`src/rtl/axi_pkg.sv`:
```
// Shared AXI4 constants for the burst DMA and its local memory.
// Holds default widths, the fixed burst attributes driven on AW/AR, and a
// helper that turns a data-bus width into the AXI SIZE encoding.
package axi_pkg;

  localparam int DEF_AXI_ADDR_WIDTH = 32;
  localparam int DEF_AXI_DATA_WIDTH = 32;
  localparam int DEF_BURST_LEN      = 16;
  localparam int DEF_MEM_ADDR_WIDTH = 10;

  localparam logic [1:0] BURST_INCR = 2'b01;
  localparam logic [3:0] CACHE_DEF  = 4'b0011;   // normal, non-cacheable, bufferable
  localparam logic [2:0] PROT_DEF   = 3'b000;
  localparam logic [3:0] QOS_DEF    = 4'b0000;

  // log2 of bytes per beat; widths that are not a power of two map to 0
  function automatic logic [2:0] axi_size(input int data_width);
    logic [2:0] size;
    size = 3'd0;
    for (int i = 0; i < 8; i++) begin
      if ((1 << i) == (data_width / 8)) size = 3'(i);
    end
    return size;
  endfunction

endpackage

```
`src/rtl/burst_axi_dma.sv`:
```
// Single-burst AXI4 master DMA with independent write and read engines.
// Write engine: fetches BURST_LEN words from local memory and sends them as
// one INCR burst on AW/W/B. Read engine: fetches one INCR burst on AR/R and
// stores each beat into local memory.
// Ports:
//   M_AXI_ACLK, M_AXI_ARESETN          clock, async active-low reset
//   awaddr, mem_base_waddr, start_dma_w AXI dest / local source, start pulse
//   araddr, mem_base_raddr, start_dma_r AXI source / local dest, start pulse
//   dma_w_done, dma_r_done              one-cycle completion pulses
//   rd_en/rd_addr/rd_dat_vld/rd_data    local memory read port
//   wr_en/wr_addr/wr_data               local memory write port
//   M_AXI_AW*/W*/B*/AR*/R*              AXI4 master channels
//
// Write FSM
//   state  | meaning
//   W_IDLE | waiting for start_dma_w
//   W_AW   | AWVALID held until AWREADY
//   W_DATA | fetch word, present on W, wait for WREADY, repeat
//   W_RESP | BREADY held until BVALID
//   W_DONE | dma_w_done pulse
// Read FSM
//   state  | meaning
//   R_IDLE | waiting for start_dma_r
//   R_AR   | ARVALID held until ARREADY
//   R_DATA | RREADY high, each beat written straight to local memory
//   R_DONE | dma_r_done pulse
module burst_axi_dma
  import axi_pkg::*;
#(
  parameter int C_M_AXI_ID_WIDTH     = 1,
  parameter int C_M_AXI_ADDR_WIDTH   = DEF_AXI_ADDR_WIDTH,
  parameter int C_M_AXI_DATA_WIDTH   = DEF_AXI_DATA_WIDTH,
  parameter int C_M_AXI_BURST_LEN    = DEF_BURST_LEN,
  parameter int ADDR_WIDTH           = DEF_MEM_ADDR_WIDTH,
  parameter int C_M_AXI_AWUSER_WIDTH = 1,
  parameter int C_M_AXI_ARUSER_WIDTH = 1,
  parameter int C_M_AXI_WUSER_WIDTH  = 1,
  parameter int C_M_AXI_RUSER_WIDTH  = 1,
  parameter int C_M_AXI_BUSER_WIDTH  = 1
) (
  input  logic                              M_AXI_ACLK,
  input  logic                              M_AXI_ARESETN,
  input  logic [C_M_AXI_ADDR_WIDTH-1:0]     awaddr,
  input  logic [C_M_AXI_ADDR_WIDTH-1:0]     araddr,
  input  logic [ADDR_WIDTH-1:0]             mem_base_waddr,
  input  logic [ADDR_WIDTH-1:0]             mem_base_raddr,
  input  logic                              start_dma_w,
  input  logic                              start_dma_r,
  output logic                              dma_w_done,
  output logic                              dma_r_done,
  output logic                              rd_en,
  output logic [ADDR_WIDTH-1:0]             rd_addr,
  input  logic                              rd_dat_vld,
  input  logic [C_M_AXI_DATA_WIDTH-1:0]     rd_data,
  output logic                              wr_en,
  output logic [ADDR_WIDTH-1:0]             wr_addr,
  output logic [C_M_AXI_DATA_WIDTH-1:0]     wr_data,
  output logic [C_M_AXI_ID_WIDTH-1:0]       M_AXI_AWID,
  output logic [C_M_AXI_ADDR_WIDTH-1:0]     M_AXI_AWADDR,
  output logic [7:0]                        M_AXI_AWLEN,
  output logic [2:0]                        M_AXI_AWSIZE,
  output logic [1:0]                        M_AXI_AWBURST,
  output logic                              M_AXI_AWLOCK,
  output logic [3:0]                        M_AXI_AWCACHE,
  output logic [2:0]                        M_AXI_AWPROT,
  output logic [3:0]                        M_AXI_AWQOS,
  output logic [C_M_AXI_AWUSER_WIDTH-1:0]   M_AXI_AWUSER,
  output logic                              M_AXI_AWVALID,
  input  logic                              M_AXI_AWREADY,
  output logic [C_M_AXI_DATA_WIDTH-1:0]     M_AXI_WDATA,
  output logic [C_M_AXI_DATA_WIDTH/8-1:0]   M_AXI_WSTRB,
  output logic                              M_AXI_WLAST,
  output logic [C_M_AXI_WUSER_WIDTH-1:0]    M_AXI_WUSER,
  output logic                              M_AXI_WVALID,
  input  logic                              M_AXI_WREADY,
  input  logic [C_M_AXI_ID_WIDTH-1:0]       M_AXI_BID,
  input  logic [1:0]                        M_AXI_BRESP,
  input  logic [C_M_AXI_BUSER_WIDTH-1:0]    M_AXI_BUSER,
  input  logic                              M_AXI_BVALID,
  output logic                              M_AXI_BREADY,
  output logic [C_M_AXI_ID_WIDTH-1:0]       M_AXI_ARID,
  output logic [C_M_AXI_ADDR_WIDTH-1:0]     M_AXI_ARADDR,
  output logic [7:0]                        M_AXI_ARLEN,
  output logic [2:0]                        M_AXI_ARSIZE,
  output logic [1:0]                        M_AXI_ARBURST,
  output logic                              M_AXI_ARLOCK,
  output logic [3:0]                        M_AXI_ARCACHE,
  output logic [2:0]                        M_AXI_ARPROT,
  output logic [3:0]                        M_AXI_ARQOS,
  output logic [C_M_AXI_ARUSER_WIDTH-1:0]   M_AXI_ARUSER,
  output logic                              M_AXI_ARVALID,
  input  logic                              M_AXI_ARREADY,
  input  logic [C_M_AXI_ID_WIDTH-1:0]       M_AXI_RID,
  input  logic [C_M_AXI_DATA_WIDTH-1:0]     M_AXI_RDATA,
  input  logic [1:0]                        M_AXI_RRESP,
  input  logic                              M_AXI_RLAST,
  input  logic [C_M_AXI_RUSER_WIDTH-1:0]    M_AXI_RUSER,
  input  logic                              M_AXI_RVALID,
  output logic                              M_AXI_RREADY
);

  localparam logic [2:0] W_IDLE = 3'd0;
  localparam logic [2:0] W_AW   = 3'd1;
  localparam logic [2:0] W_DATA = 3'd2;
  localparam logic [2:0] W_RESP = 3'd3;
  localparam logic [2:0] W_DONE = 3'd4;

  localparam logic [1:0] R_IDLE = 2'd0;
  localparam logic [1:0] R_AR   = 2'd1;
  localparam logic [1:0] R_DATA = 2'd2;
  localparam logic [1:0] R_DONE = 2'd3;

  localparam logic [7:0] LEN  = 8'(C_M_AXI_BURST_LEN - 1);
  localparam logic [2:0] SIZE = axi_size(C_M_AXI_DATA_WIDTH);

  logic [2:0]                        w_state;
  logic [C_M_AXI_ADDR_WIDTH-1:0]     awaddr_q;
  logic [ADDR_WIDTH-1:0]             rd_addr_q;
  logic                              rd_en_q;
  logic [7:0]                        w_remain;   // beats left after the current one
  logic [C_M_AXI_DATA_WIDTH-1:0]     wdata_q;
  logic                              wvalid_q;

  logic [1:0]                        r_state;
  logic [C_M_AXI_ADDR_WIDTH-1:0]     araddr_q;
  logic [ADDR_WIDTH-1:0]             wr_base_q;
  logic [ADDR_WIDTH-1:0]             r_beat;
  logic [7:0]                        r_remain;

  always_ff @(posedge M_AXI_ACLK or negedge M_AXI_ARESETN) begin
    if (!M_AXI_ARESETN) begin
      w_state   <= W_IDLE;
      awaddr_q  <= '0;
      rd_addr_q <= '0;
      rd_en_q   <= 1'b0;
      w_remain  <= '0;
      wdata_q   <= '0;
      wvalid_q  <= 1'b0;
    end else begin
      case (w_state)
        W_IDLE: if (start_dma_w) begin
          awaddr_q  <= awaddr;
          rd_addr_q <= mem_base_waddr;
          w_remain  <= LEN;
          w_state   <= W_AW;
        end
        W_AW: if (M_AXI_AWREADY) begin
          rd_en_q <= 1'b1;
          w_state <= W_DATA;
        end
        W_DATA: begin
          rd_en_q <= 1'b0;
          if (rd_dat_vld && !wvalid_q) begin
            wdata_q  <= rd_data;
            wvalid_q <= 1'b1;
          end
          // next fetch only after the current beat is taken, so the
          // holding register never needs a second slot
          if (wvalid_q && M_AXI_WREADY) begin
            wvalid_q <= 1'b0;
            if (w_remain == 8'd0) begin
              w_state <= W_RESP;
            end else begin
              w_remain  <= w_remain - 1'b1;
              rd_addr_q <= rd_addr_q + 1'b1;
              rd_en_q   <= 1'b1;
            end
          end
        end
        W_RESP: if (M_AXI_BVALID) w_state <= W_DONE;
        W_DONE: w_state <= W_IDLE;
        default: w_state <= W_IDLE;
      endcase
    end
  end

  always_ff @(posedge M_AXI_ACLK or negedge M_AXI_ARESETN) begin
    if (!M_AXI_ARESETN) begin
      r_state   <= R_IDLE;
      araddr_q  <= '0;
      wr_base_q <= '0;
      r_beat    <= '0;
      r_remain  <= '0;
    end else begin
      case (r_state)
        R_IDLE: if (start_dma_r) begin
          araddr_q  <= araddr;
          wr_base_q <= mem_base_raddr;
          r_beat    <= '0;
          r_remain  <= LEN;
          r_state   <= R_AR;
        end
        R_AR: if (M_AXI_ARREADY) r_state <= R_DATA;
        R_DATA: if (M_AXI_RVALID) begin
          r_beat <= r_beat + 1'b1;
          // an early RLAST or a full burst both end the transfer
          if (M_AXI_RLAST || r_remain == 8'd0) r_state <= R_DONE;
          else                                  r_remain <= r_remain - 1'b1;
        end
        R_DONE: r_state <= R_IDLE;
        default: r_state <= R_IDLE;
      endcase
    end
  end

  assign M_AXI_AWID    = '0;
  assign M_AXI_AWADDR  = awaddr_q;
  assign M_AXI_AWLEN   = LEN;
  assign M_AXI_AWSIZE  = SIZE;
  assign M_AXI_AWBURST = BURST_INCR;
  assign M_AXI_AWLOCK  = 1'b0;
  assign M_AXI_AWCACHE = CACHE_DEF;
  assign M_AXI_AWPROT  = PROT_DEF;
  assign M_AXI_AWQOS   = QOS_DEF;
  assign M_AXI_AWUSER  = '0;
  assign M_AXI_AWVALID = (w_state == W_AW);
  assign M_AXI_WDATA   = wdata_q;
  assign M_AXI_WSTRB   = '1;
  assign M_AXI_WLAST   = wvalid_q && (w_remain == 8'd0);
  assign M_AXI_WUSER   = '0;
  assign M_AXI_WVALID  = wvalid_q;
  assign M_AXI_BREADY  = (w_state == W_RESP);
  assign dma_w_done    = (w_state == W_DONE);
  assign rd_en         = rd_en_q;
  assign rd_addr       = rd_addr_q;

  assign M_AXI_ARID    = '0;
  assign M_AXI_ARADDR  = araddr_q;
  assign M_AXI_ARLEN   = LEN;
  assign M_AXI_ARSIZE  = SIZE;
  assign M_AXI_ARBURST = BURST_INCR;
  assign M_AXI_ARLOCK  = 1'b0;
  assign M_AXI_ARCACHE = CACHE_DEF;
  assign M_AXI_ARPROT  = PROT_DEF;
  assign M_AXI_ARQOS   = QOS_DEF;
  assign M_AXI_ARUSER  = '0;
  assign M_AXI_ARVALID = (r_state == R_AR);
  assign M_AXI_RREADY  = (r_state == R_DATA);
  assign dma_r_done    = (r_state == R_DONE);

  // read beats go straight to memory in the cycle they are accepted
  assign wr_en   = M_AXI_RREADY && M_AXI_RVALID;
  assign wr_addr = wr_base_q + r_beat;
  assign wr_data = M_AXI_RDATA;

  // response IDs, codes and user bits carry no information for this engine
  logic unused_resp;
  assign unused_resp = ^{M_AXI_BID, M_AXI_BRESP, M_AXI_BUSER,
                         M_AXI_RID, M_AXI_RRESP, M_AXI_RUSER};

endmodule

```
`config.mk`:
```
export PLATFORM = sky130hd
export DESIGN_NAME = burst_axi_dma
export DESIGN_NICKNAME = d
export VERILOG_FILES = /design/src/rtl/axi_pkg.sv /design/src/rtl/burst_axi_dma.sv
export SDC_FILE = /design/constraint.sdc
export NUM_CORES = 1
export LEC_CHECK = 0
export BUFFER_PORTS_ARGS = -buffer_cell sky130_fd_sc_hd__buf_2
export CAP_MARGIN = 20
export CORE_MARGIN = 2
export CORE_UTILIZATION = 25
export DETAILED_ROUTE_END_ITERATION = 8
export SLEW_MARGIN = 20
export SYNTH_ARGS = -nofsm -noshare
export SYNTH_HDL_FRONTEND = slang
export SYNTH_SLANG_ARGS = --single-unit
```
`constraint.sdc`:
```
create_clock -name M_AXI_ACLK -period 2.4 [get_ports M_AXI_ACLK]
set_input_delay 0.48 -clock M_AXI_ACLK [delete_from_list [all_inputs] [get_ports M_AXI_ACLK]]
set_output_delay 0.48 -clock M_AXI_ACLK [all_outputs]
set_load 0.1 [all_outputs]
```
# Word level (Yosys, flattened, before mapping)
# Cells that the tools add are included.
[word_totals]
wordCells = 91
register_bits = 149
in_bits = 167
[op_classes]
eq_ne = 18
mux = 32
n_reduce_logical = 24
n_addsub = 5
[op_table]
columns = ["operator", "count"]
rows = [
  ["two-way mux 10 bit", 5],
  ["two-way mux 8 bit", 6],
  ["one-hot mux 10 bit (2 select lines)", 2],
  ["one-hot mux 8 bit (2 select lines)", 2],
  ["adder 10 x 1 -> 10 bit, second input constant", 2],
  ["zero test 8 bit", 2],
  ["inequality test 2 bit, second input constant", 8],
  ["subtractor 8 x 1 -> 8 bit, second input constant", 2],
  ["two-way mux 3 bit", 5],
  ["one-hot mux 3 bit (4 select lines)", 1],
  ["AND reduction 4 bit", 3],
  ["adder 10 bit", 1],
  ["AND reduction 2 bit", 5],
  ["two-way mux 2 bit", 4],
  ["one-hot mux 2 bit (4 select lines)", 1],
  ["nonzero test 2 bit", 4],
  ["== test 3 x 2 -> 1 bit, second input constant", 2],
  ["inequality test 2 x 1 -> 1 bit, second input constant", 3],
  ["two-way mux 1 bit", 5],
  ["AND reduction 5 bit", 1],
  ["== test 2 bit, second input constant", 2],
  ["logical AND 1 bit", 4],
  ["== test 3 x 1 -> 1 bit, second input constant", 1],
  ["== test 3 bit, second input constant", 1],
  ["7 further kinds", 7],
]

# Longest topological paths before layout
# Gate-level depths: netlist of the first run.
[depth]
ltp_word = 5
ltp_mapped = 7

# Worst setup path before layout of the first run
# OpenSTA, ideal clock, no wires.
[synth_timing]
kind = "register -> output"
startpoint = "reg r_beat[0]"
endpoint = "out wr_addr[8]"
path_buffers = 0
t_arrival_ps = 2965
stages_incl_launch_ff = 8
path_slack_ps = -1045
path_cell_list = "dfrtp_1 -> ha_1 -> inv_1 -> fa_1 -> nand2b_1 -> a21oi_1 -> a221oi_1 -> xnor2_1"
[synth_via]
elab_chain_cells = 1
[synth_lines]
columns = ["element", "line", "rtl"]
rows = [
  ["start: declaration", "burst_axi_dma.sv:127", "logic [ADDR_WIDTH-1:0] r_beat;"],
  ["start signal: assignment", "burst_axi_dma.sv:195", "r_beat <= r_beat + 1'b1;"],
  ["adder 10 bit", "burst_axi_dma.sv:243", "assign wr_addr = wr_base_q + r_beat;"],
  ["end: declaration", "burst_axi_dma.sv:56", "output logic [ADDR_WIDTH-1:0] wr_addr,"],
]
# No other way between the ends.

# Worst setup path in the final report of the first run
# Ends and elaborated chain as after synthesis.

==> impl_metrics.toml, run 1 <==
[logic_synthesis]
postSynthAreaPerCell_um2 = 10.53
netlist_top_cells_area = "sky130_fd_sc_hd__dfrtp_1 49%, sky130_fd_sc_hd__mux2_2 11%, sky130_fd_sc_hd__buf_4 9.1%"
number_of_flip_flops_and_latches_in_the_synthesized_netlist = 149
synthesis.yosys.warnings = 0
synth_sequential_area_ratio_pct = 49.39
number_of_enable_flip_flop_cells_after_synthesis = 0
synth.top_cell.area_share_pct = 49.39
synth.lib_cells_used.distinct = 63
dominantRegCellSynth = "sky130_fd_sc_hd__dfrtp_1"
synth_cell_area_mm2 = 0.007548
post-synth-top-area-cell = "sky130_fd_sc_hd__dfrtp_1"
async_reset_ff_share_pct = 100.0
syn-instance-count = 717

[placed_design]
placed_cells = 1322
routabilityCongestion = 0.8135
numPortBuffers = 252
detailed_place_hpwl_um = 13830

[routing]
dr.first_iter.drc_count = 224
postRouteWirelength_um = 18790
drt_first_pass_iters = 4
wl_per_cell_um = 13.75
vias = 5872
vias_per_cell = 4.296
drc = 0
ant_nets = 0

[worst_setup_path]
startpoint = "r_beat[0]"
timing.critical_path.depth = 8
critical-path-max-stage-delay_ps = 400
timing.critical_path.arrival_ps = 2170
path_cells = "ha_4 > inv_2 > fa_2 > nand2b_4 > a21oi_4 > a221oi_2 > xnor2_2 > buf_12"
critPathBufInv = 2
cpLargestDelayFamily = "adder cells"
critical_path.reg2reg.startpoint = "r_state[0]"
worst_setup_path_end = "wr_addr[8]"
timing.setup.critical_path_class = "flip-flop to primary output"
library_cell_contributing_the_largest_single_delay_on_the_critical_path = "sky130_fd_sc_hd__dfrtp_1"
timing.critical_path.required_ps = 1920
start_kind = "flip-flop"
rr_worst_depth = 6
worst_r2r_endpoint = "r_beat[9]"
timing.critical_path.to_type = "primary output"
biggest_fanout_along_the_worst_timing_path = 2
reg2reg_slack_ps = 200

[timing]
tightest_slew_ps = 566.3
timing_hold_violations_final = 0
max_freq_ghz = 0.3774
worst_clk_skew_ps = 11.94
final-max-slew-violation-count = 0
finalWorstSetupSlack_ps = -249.7
slew-limit-headroom_pct = 62.25
rsz0062_at_grt = "yes"
min_period_over_period_pct = 110.4
finalSetupViolations = 7
timing.final.crit_period_ps = 2650

[clocking]
h-tree-depth = 4
ctsLongestPathBuffers = 2
cts.reportedPaths.clkPinSlew_ps = 70
hold_bufs_inserted_after_cts = 0
cts.root.buffer_cell = "sky130_fd_sc_hd__clkbuf_16"
cts-buffers-inserted = 17
cts_sink_count = 149
worstSkewPairLatency_ps = 430
cts_tree = "yes"

[floorplanning]
start_util_pct = 25.40
fp.dieArea_mm2 = 0.03160
ioPinCount = 384
placementRows = 63
fp.coreArea_mm2 = 0.02972
y_dimension_of_the_die_um = 177.8
chipWidth_um = 177.8

[final_layout]
finish.net_count = 1151
most_common_cell_after_layout_fill_and_taps_aside = "sky130_fd_sc_hd__buf_2"
syn_to_final_growth_pct = 34.81
layout.cells.non_filler = 1367
antennaDiodeCount = 0
post_route_cells_drive_above_1_share_pct = 44.93
fillCellCount = 3001
layout.cells.most_common_list = "239 x sky130_fd_sc_hd__buf_2, 146 x sky130_fd_sc_hd__dfrtp_1, 116 x sky130_fd_sc_hd__nand2_1"

[flow_run]
max_cap_viol_count = 0

[run_status]
failing_checks = "setup timing"
run_status = "finished, violations left"

[global_route]
grt_max_degree = 58
gr-total-overflow = 0
first_global_vias = 5946
grt_usage_pct = 11.87
initial_antenna_violation_count = 1
grt_pass1_wl_um = 29590

[hold_path]
holdCritPathClass = "primary input to asynchronous set/reset pin"
-- synthesized netlist by cell type (all sizes together) (2+ instances only) --
cell type,n
nor4b,2
mux2i,5
nand2,118
buf,95
o2111ai,2
a41o,2
a21o,4
o31ai,5
or4,7
mux2,75
nand3,13
nor2,30
and4,2
and3,8
dfrtp,149
a21oi,20
and2,4
nor3b,2
xnor2,8
a211o,2
a31o,2
nor3,9
o211ai,4
ha,19
conb,2
nand2b,4
inv,18
clkbuf,25
a311oi,2
a22o,2
or4b,3
o21a,2
a211oi,4
or3,6
o22ai,4
a31oi,14
a2bb2oi,3
nor2b,7
xor2,3
o21ai,15
-- how the worst min path moves through the flow --
stage / from / endpoint / cells past startpoint
floorplan: M_AXI_ARESETN / M_AXI_ARADDR[0] / 0
global placement: M_AXI_AWADDR[1] / M_AXI_AWADDR[1] / 2
detailed placement: M_AXI_AWADDR[7] / M_AXI_AWADDR[7] / 2
CTS: M_AXI_ARESETN / rd_addr[9] / 1
global route: M_AXI_ARESETN / rd_addr[7] / 1
finish: M_AXI_ARESETN / rd_addr[9] / 1
-- through the flow --
stage                     setup TNS (ps)  worst slack [ps]  hold slack, ps  cell area [µm²]  util (%)
after detailed placement          -7.350            -7.350           457.1             9280     31.23
after CTS                          -1614            -318.7           21.96            10010     33.68
final                              -1187            -249.7           26.02            10180     34.24
after global routing               -2011            -352.2           46.81            10180     34.24
after global placement                 0             11.93           453.0             9280     31.23
after floorplan                    -2473            -903.4           184.4             7905         -
-- worst reg2reg max path: cells and delay by family, from the launching register on --
kind | cells | cell delay, ps
simple gates | 3 | 1200
flops | 1 | 400
fa+ha+maj | 1 | 270
compound gates | 1 | 150
buf+inv | 1 | 110
-- cells by family (layout without fill, tap and decap cells) --
kind of cell	count (synthesis)	count (layout)	share of synthesized area (%)
flops	149	149	49.40
xor+xnor	11	11	1.276
other cells	2	59	0.09949
compound gates	97	97	8.852
simple gates	220	220	13.66
mux	80	80	11.85
fa+ha+maj	20	20	3.415
buf+inv	138	341	11.45
-- final cells by class --
class	count	area, µm²	area share, %
sequential	149	3732	36.68
multi-input combinational	487	3498	34.38
timing repair buffer	291	1799	17.68
tap	390	488.0	4.795
clock buffer	18	429.2	4.217
clock inverter	14	161.4	1.586
inverter	18	67.56	0.6640
-- registers in the layout, summed over array words and instances, names as in the netlist --
register,cells
M_AXI_ARADDR,32
M_AXI_AWADDR,32
M_AXI_WDATA,32
r_beat,10
rd_addr,10
wr_base_q,10
r_remain,8
w_remain,8
w_state,3
r_state,2
M_AXI_WVALID,1
rd_en,1
-- routing by layer --
layer  track usage, %  vias to the layer above  wire [µm]
met3            4.520                       24       1496
met2            20.57                      223       9508
met4            4.440                        2        292
li1                 -                     2818          -
met1            13.16                     2805       7479
met5                0                        -         13
-- repair_timing --
action / CTS / global route
setup buffers: 5 / 8
pin swaps: 8 / 16
setup endpoints to repair: 12 / 15
resized for setup: 19 / 19
Power of run 1 is not shown: default switching activity piles up to over one toggle a cycle in this logic, so the estimate is an artifact.
==> run 2: changes to the inputs <==
--- a/config.mk
+++ b/config.mk
@@ -7,9 +7,11 @@
 export LEC_CHECK = 0
 export BUFFER_PORTS_ARGS = -buffer_cell sky130_fd_sc_hd__buf_2
 export CAP_MARGIN = 20
-export CORE_MARGIN = 2
-export CORE_UTILIZATION = 25
+export CORE_AREA = 2 2 148 150
 export DETAILED_ROUTE_END_ITERATION = 8
+export DIE_AREA = 0 0 150 152
+export PLACE_DENSITY = 0.65
+export REMOVE_ABC_BUFFERS = 1
 export SLEW_MARGIN = 20
 export SYNTH_ARGS = -nofsm -noshare
 export SYNTH_HDL_FRONTEND = slang
==> constraint.sdc (replaced) <==
create_clock -name M_AXI_ACLK -period 2.9 [get_ports M_AXI_ACLK]
set_input_delay 0.58 -clock M_AXI_ACLK [delete_from_list [all_inputs] [get_ports M_AXI_ACLK]]
set_output_delay 0.58 -clock M_AXI_ACLK [all_outputs]
set_load 0.1 [all_outputs]
==> run 2 against run 1 <==
  * First-iteration DRC count rose by 19%
  * Clock-buffer cell count is 1 lower
  * Register-to-register slack gained 210 ps
  * Worst hold slack gained 120 ps
  * Non-clock buffer count shrank 9
  * Global-route usage rose by 5.3 points
  * Cell count decreased by 8.7%
  * Worst setup slack better by 280 ps
  * Critical path depth down 2
  * The flow now finishes without violations
  * Via count increased by 0.51%
==> impl_metrics.toml, run 2 (synthesized netlist as in run 1, its figures left out) <==
[routing]
dr.first_iter.drc_count = 266
postRouteWirelength_um = 20060
drt_first_pass_iters = 4
vias_per_cell = 4.729
ant_nets = 0
drc = 0
wl_per_cell_um = 16.08
vias = 5902

[timing]
max_freq_ghz = 0.3485
final-max-slew-violation-count = 0
min_hold_slack_ps = 143.9
finalSetupViolations = 0
timing.final.crit_period_ps = 2869
slew-limit-headroom_pct = 59.29
tns_ps = 0
min_period_over_period_pct = 98.94
tightest_slew_ps = 610.7
timing_hold_violations_final = 0
worst_clk_skew_ps = 13.03
rsz0062_at_grt = "yes"

[clocking]
cts.root.buffer_cell = "sky130_fd_sc_hd__clkbuf_16"
worstSkewPairLatency_ps = 420
cts_sink_count = 149
h-tree-depth = 4
ctsLongestPathBuffers = 2
cts.reportedPaths.clkPinSlew_ps = 60
cts_tree = "yes"
cts-buffers-inserted = 17

[worst_setup_path]
biggest_fanout_along_the_worst_timing_path = 5
start_kind = "flip-flop"
timing.critical_path.required_ps = 2320
timing.critical_path.arrival_ps = 2290
timing.critical_path.to_type = "primary output"
timing.setup.critical_path_class = "flip-flop to primary output"

[placed_design]
routabilityCongestion = 0.8080
place_area_mm2 = 0.008785
numPortBuffers = 252
placed_cells = 1200
detailed_place_hpwl_um = 14770

[floorplanning]
chipWidth_um = 150
y_dimension_of_the_die_um = 152
placementRows = 54
fp.dieArea_mm2 = 0.02280
ioPinCount = 384
fp.coreArea_mm2 = 0.02135
start_util_pct = 35.36

[final_layout]
post_route_cells_drive_above_1_share_pct = 42.36
layout.cells.most_common_list = "245 x sky130_fd_sc_hd__buf_2, 147 x sky130_fd_sc_hd__dfrtp_1, 117 x sky130_fd_sc_hd__nand2_1"
fillCellCount = 2033
fin_area_mm2 = 0.009619
finish.net_count = 1142
syn_to_final_growth_pct = 27.43
antennaDiodeCount = 0
most_common_cell_after_layout_fill_and_taps_aside = "sky130_fd_sc_hd__buf_2"
layout.cells.non_filler = 1248

[global_route]
grt_usage_pct = 17.22
grt_pass1_wl_um = 30510
grt_max_degree = 62
first_global_vias = 5703
gr-total-overflow = 0
initial_antenna_violation_count = 0

[flow_run]
max_cap_viol_count = 0

[hold_path]
holdCritPathClass = "primary input to asynchronous set/reset pin"

[run_status]
run_status = "finished clean"
run 2: changes by cell type in the layout (fill, tap and decap cells not counted), moves of 2 or more:
cell and change:
sky130_fd_sc_hd__clkinvlp_4 +2, sky130_fd_sc_hd__ha_2 +2, sky130_fd_sc_hd__clkinv_2 -4, sky130_fd_sc_hd__buf_12 -10
sky130_fd_sc_hd__buf_4 -7, sky130_fd_sc_hd__ha_4 -2, sky130_fd_sc_hd__inv_8 +2, sky130_fd_sc_hd__inv_6 +4
sky130_fd_sc_hd__xnor2_1 +6, sky130_fd_sc_hd__buf_2 +6, sky130_fd_sc_hd__nor2_1 +2, sky130_fd_sc_hd__xnor2_4 -5
sky130_fd_sc_hd__bufinv_16 -2, sky130_fd_sc_hd__bufbuf_16 +2
run 2: cell type report:
type	instances	area [µm²]	area share [%]
sequential	149	3731	38.79
multi-input combinational	487	3276	34.05
timing repair buffer	282	1624	16.88
clock buffer	17	425.4	4.422
tap	280	350.3	3.642
clock inverter	15	145.1	1.509
inverter	18	67.56	0.7024
run 2: routing by layer:
layer | wire (µm) | part of all wire [%] | GRT usage [%]
met1 | 8477 | 42 | 21.65
met2 | 9281 | 46 | 26.57
met3 | 2071 | 10 | 8.288
met4 | 233 | 1.2 | 4.268
met5 | 0 | 0 | 1.087
run 2: metrics by stage:
step	setup slack (ps)	util, %
after floorplan	-645.1	-
after global routing	-60.71	45.05
after CTS	-4.577	44.36
after global placement	342.3	41.15
final	30.60	45.05
after detailed placement	243.8	41.15
run 2: final timing paths:
check | from | end | slack [ps] | cells after the start
worst min register to register | M_AXI_AWADDR[2] | M_AXI_AWADDR[2] | 470 | 2
worst max register to register | r_state[0] | r_remain[5] | 410 | 7
min in group M_AXI_ACLK | awaddr[15] | M_AXI_AWADDR[15] | 350 | 3
max in group asynchronous | M_AXI_ARESETN | M_AXI_AWADDR[3] | 2070 | 2
worst min-delay path | M_AXI_ARESETN | M_AXI_ARADDR[16] | 140 | 1
worst max-delay path | r_beat[5] | wr_addr[8] | 30 | 6
run 2: repair_timing:
action / 4_1_cts / 5_1_grt
resized for setup: 13 / 11
hold buffers: 0 / 0
pin swaps: 6 / 13
endpoints found under the setup margin: 6 / 5
setup buffers: 1 / 15
run 2: worst max-delay path, cell delays in order (launching register included):
cell and delay, ps:
sky130_fd_sc_hd__dfrtp_1 420, sky130_fd_sc_hd__ha_4 270, sky130_fd_sc_hd__a21o_1 180, sky130_fd_sc_hd__a21o_1 200, sky130_fd_sc_hd__a221oi_2 290, sky130_fd_sc_hd__xnor2_1 160, sky130_fd_sc_hd__bufbuf_16 340
Power of run 2 is left out for the same reason.
==> run 3: changes to the inputs <==
==> constraint.sdc (replaced) <==
create_clock -name M_AXI_ACLK -period 3 [get_ports M_AXI_ACLK]
set_input_delay 0.6 -clock M_AXI_ACLK [delete_from_list [all_inputs] [get_ports M_AXI_ACLK]]
set_output_delay 0.6 -clock M_AXI_ACLK [all_outputs]
set_load 0.1 [all_outputs]
==> run 3 against run 2 <==
  * Worst setup slack better by 95 ps
  * Final area down 2.4%
  * First-iteration DRC count rose by 9.8%
  * Sequential share of layout area increased by 0.91 points
  * Sequential cell count unchanged
  * Register-to-register slack about the same
  * Routed wire length decreased by 2.4%
  * Global-route usage shrank 0.37 points
  * Die area unchanged
  * Critical path type unchanged
==> impl_metrics.toml, run 3 (synthesized netlist as in run 1, its figures left out) <==
[final_layout]
post_route_cells_drive_above_1_share_pct = 40.27
finish.net_count = 1125
layout.cells.most_common_list = "246 x sky130_fd_sc_hd__buf_2, 149 x sky130_fd_sc_hd__dfrtp_1, 117 x sky130_fd_sc_hd__nand2_1"
postLayoutCoreUtil_pct = 43.99
most_common_cell_after_layout_fill_and_taps_aside = "sky130_fd_sc_hd__buf_2"
fillCellCount = 2081
syn_to_final_growth_pct = 24.43
antennaDiodeCount = 0

[placed_design]
numPortBuffers = 252
post-place-ws_ps = 352.3
detailed_place_hpwl_um = 14510
routabilityCongestion = 0.8227

[global_route]
grt.met2_usage_pct = 25.74
grtUsageMet3_pct = 8.408
grt_usage_pct = 16.85
gr-max-usage-layer = "met2"
first_global_vias = 5676
initial_antenna_violation_count = 0
gr-total-overflow = 0
grt_max_degree = 60
grtUsageMet1_pct = 21.36
grt_pass1_wl_um = 29990

[worst_setup_path]
timing.critical_path.to_type = "primary output"
biggest_fanout_along_the_worst_timing_path = 5
timing.critical_path.required_ps = 2400
critPathBufInv = 1
timing.critical_path.arrival_ps = 2270
critical-path-max-stage-delay_ps = 390
timing.setup.critical_path_class = "flip-flop to primary output"
library_cell_contributing_the_largest_single_delay_on_the_critical_path = "sky130_fd_sc_hd__dfrtp_1"
start_kind = "flip-flop"
cpLargestDelayFamily = "compound AO/OA/AOI/OAI gates"
timing.critical_path.mode_cell = "sky130_fd_sc_hd__a21o_1"
path_cells = "ha_2 > a21o_1 > a21o_1 > a221oi_2 > xnor2_1 > bufbuf_16"

[clocking]
cts_sink_count = 149
cts-buffers-inserted = 17
hold_bufs_inserted_after_cts = 0
cts.reportedPaths.clkPinSlew_ps = 60
cts.root.buffer_cell = "sky130_fd_sc_hd__clkbuf_16"
worstSkewPairLatency_ps = 410
ctsLongestPathBuffers = 2
h-tree-depth = 4
cts_tree = "yes"

[routing]
vias_per_cell = 4.718
vias = 5808
drc = 0
dr.first_iter.drc_count = 292
ant_nets = 0
postRouteWirelength_um = 19580
drt_first_pass_iters = 5
wl_per_cell_um = 15.91

[hold_path]
holdCritPathClass = "primary input to asynchronous set/reset pin"

[timing]
tns_ps = 0
final-max-slew-violation-count = 0
finalSetupViolations = 0
finalWorstSetupSlack_ps = 125.8
tightest_slew_ps = 596.1
worst_clk_skew_ps = 7.845
slew-limit-headroom_pct = 60.15
timing.final.crit_period_ps = 2874
min_hold_slack_ps = 90.63
min_period_over_period_pct = 95.81
max_freq_ghz = 0.3479
timing_hold_violations_final = 0

[flow_run]
max_cap_viol_count = 0

[floorplanning]
fp.coreArea_mm2 = 0.02135
placementRows = 54
ioPinCount = 384
start_util_pct = 35.36
fp.dieArea_mm2 = 0.02280
chipWidth_um = 150
y_dimension_of_the_die_um = 152

[run_status]
run_status = "finished clean"
-- run 3: cell count changes in the layout (fill, tap and decap cells not counted), sizes merged --
cell      change
buf          -14
bufbuf        -2
bufinv        +1
clkinv        -1
clkinvlp      +1
inv           -2
-- run 3: final cells by class --
type / count / area, µm² / share of cell area (%)
Sequential cell: 149 / 3729 / 39.70
Multi-Input combinational cell: 487 / 3216 / 34.23
Timing Repair Buffer: 265 / 1444 / 15.37
Clock buffer: 18 / 439.2 / 4.676
Tap cell: 280 / 350.3 / 3.730
Clock inverter: 14 / 147.6 / 1.572
Inverter: 18 / 67.56 / 0.7193
-- run 3: repair_timing --
| item | CTS | global route |
|---|---|---|
| endpoints found under the hold margin | 0 | 0 |
| pin swaps | 1 | 2 |
| setup endpoints to repair | 5 | 3 |
| cloned | 0 | 0 |
| resized for setup | 7 | 5 |
| buffers inserted | 1 | 0 |
-- run 3: per-layer routing --
layer / share of wire [%] / routed length (µm)
met2: 45 / 8834
met4: 0.85 / 166
met3: 11 / 2092
met1: 43 / 8396
met5: 0.46 / 90
-- run 3: per-stage QoR --
stage,instances,area [µm²]
after floorplan,654,6965
after global placement,1198,8740
after detailed placement,1198,8740
after CTS,1231,9363
after global routing,1231,9393
final,1231,9393
-- run 3: final timing paths --
check	to	cells past startpoint	slack (ps)	start
max in group asynchronous	w_remain[6]	2	2260	M_AXI_ARESETN
setup / recovery	wr_addr[8]	6	130	wr_base_q[5]
hold reg to reg	M_AXI_AWADDR[18]	2	470	M_AXI_AWADDR[18]
setup reg to reg	r_remain[5]	6	420	r_state[0]
hold / removal	wr_base_q[9]	1	90	M_AXI_ARESETN
min in group M_AXI_ACLK	M_AXI_AWADDR[11]	3	370	awaddr[11]
-- run 3: worst reg2reg max path, cell delays in order (launching register included) --
cell and delay (ps):
sky130_fd_sc_hd__dfrtp_1 410, sky130_fd_sc_hd__inv_1 90, sky130_fd_sc_hd__ha_1 490, sky130_fd_sc_hd__nor2_1 140, sky130_fd_sc_hd__or3_1 610, sky130_fd_sc_hd__or4_1 570, sky130_fd_sc_hd__a21oi_1 180
Power of run 3 is left out for the same reason.
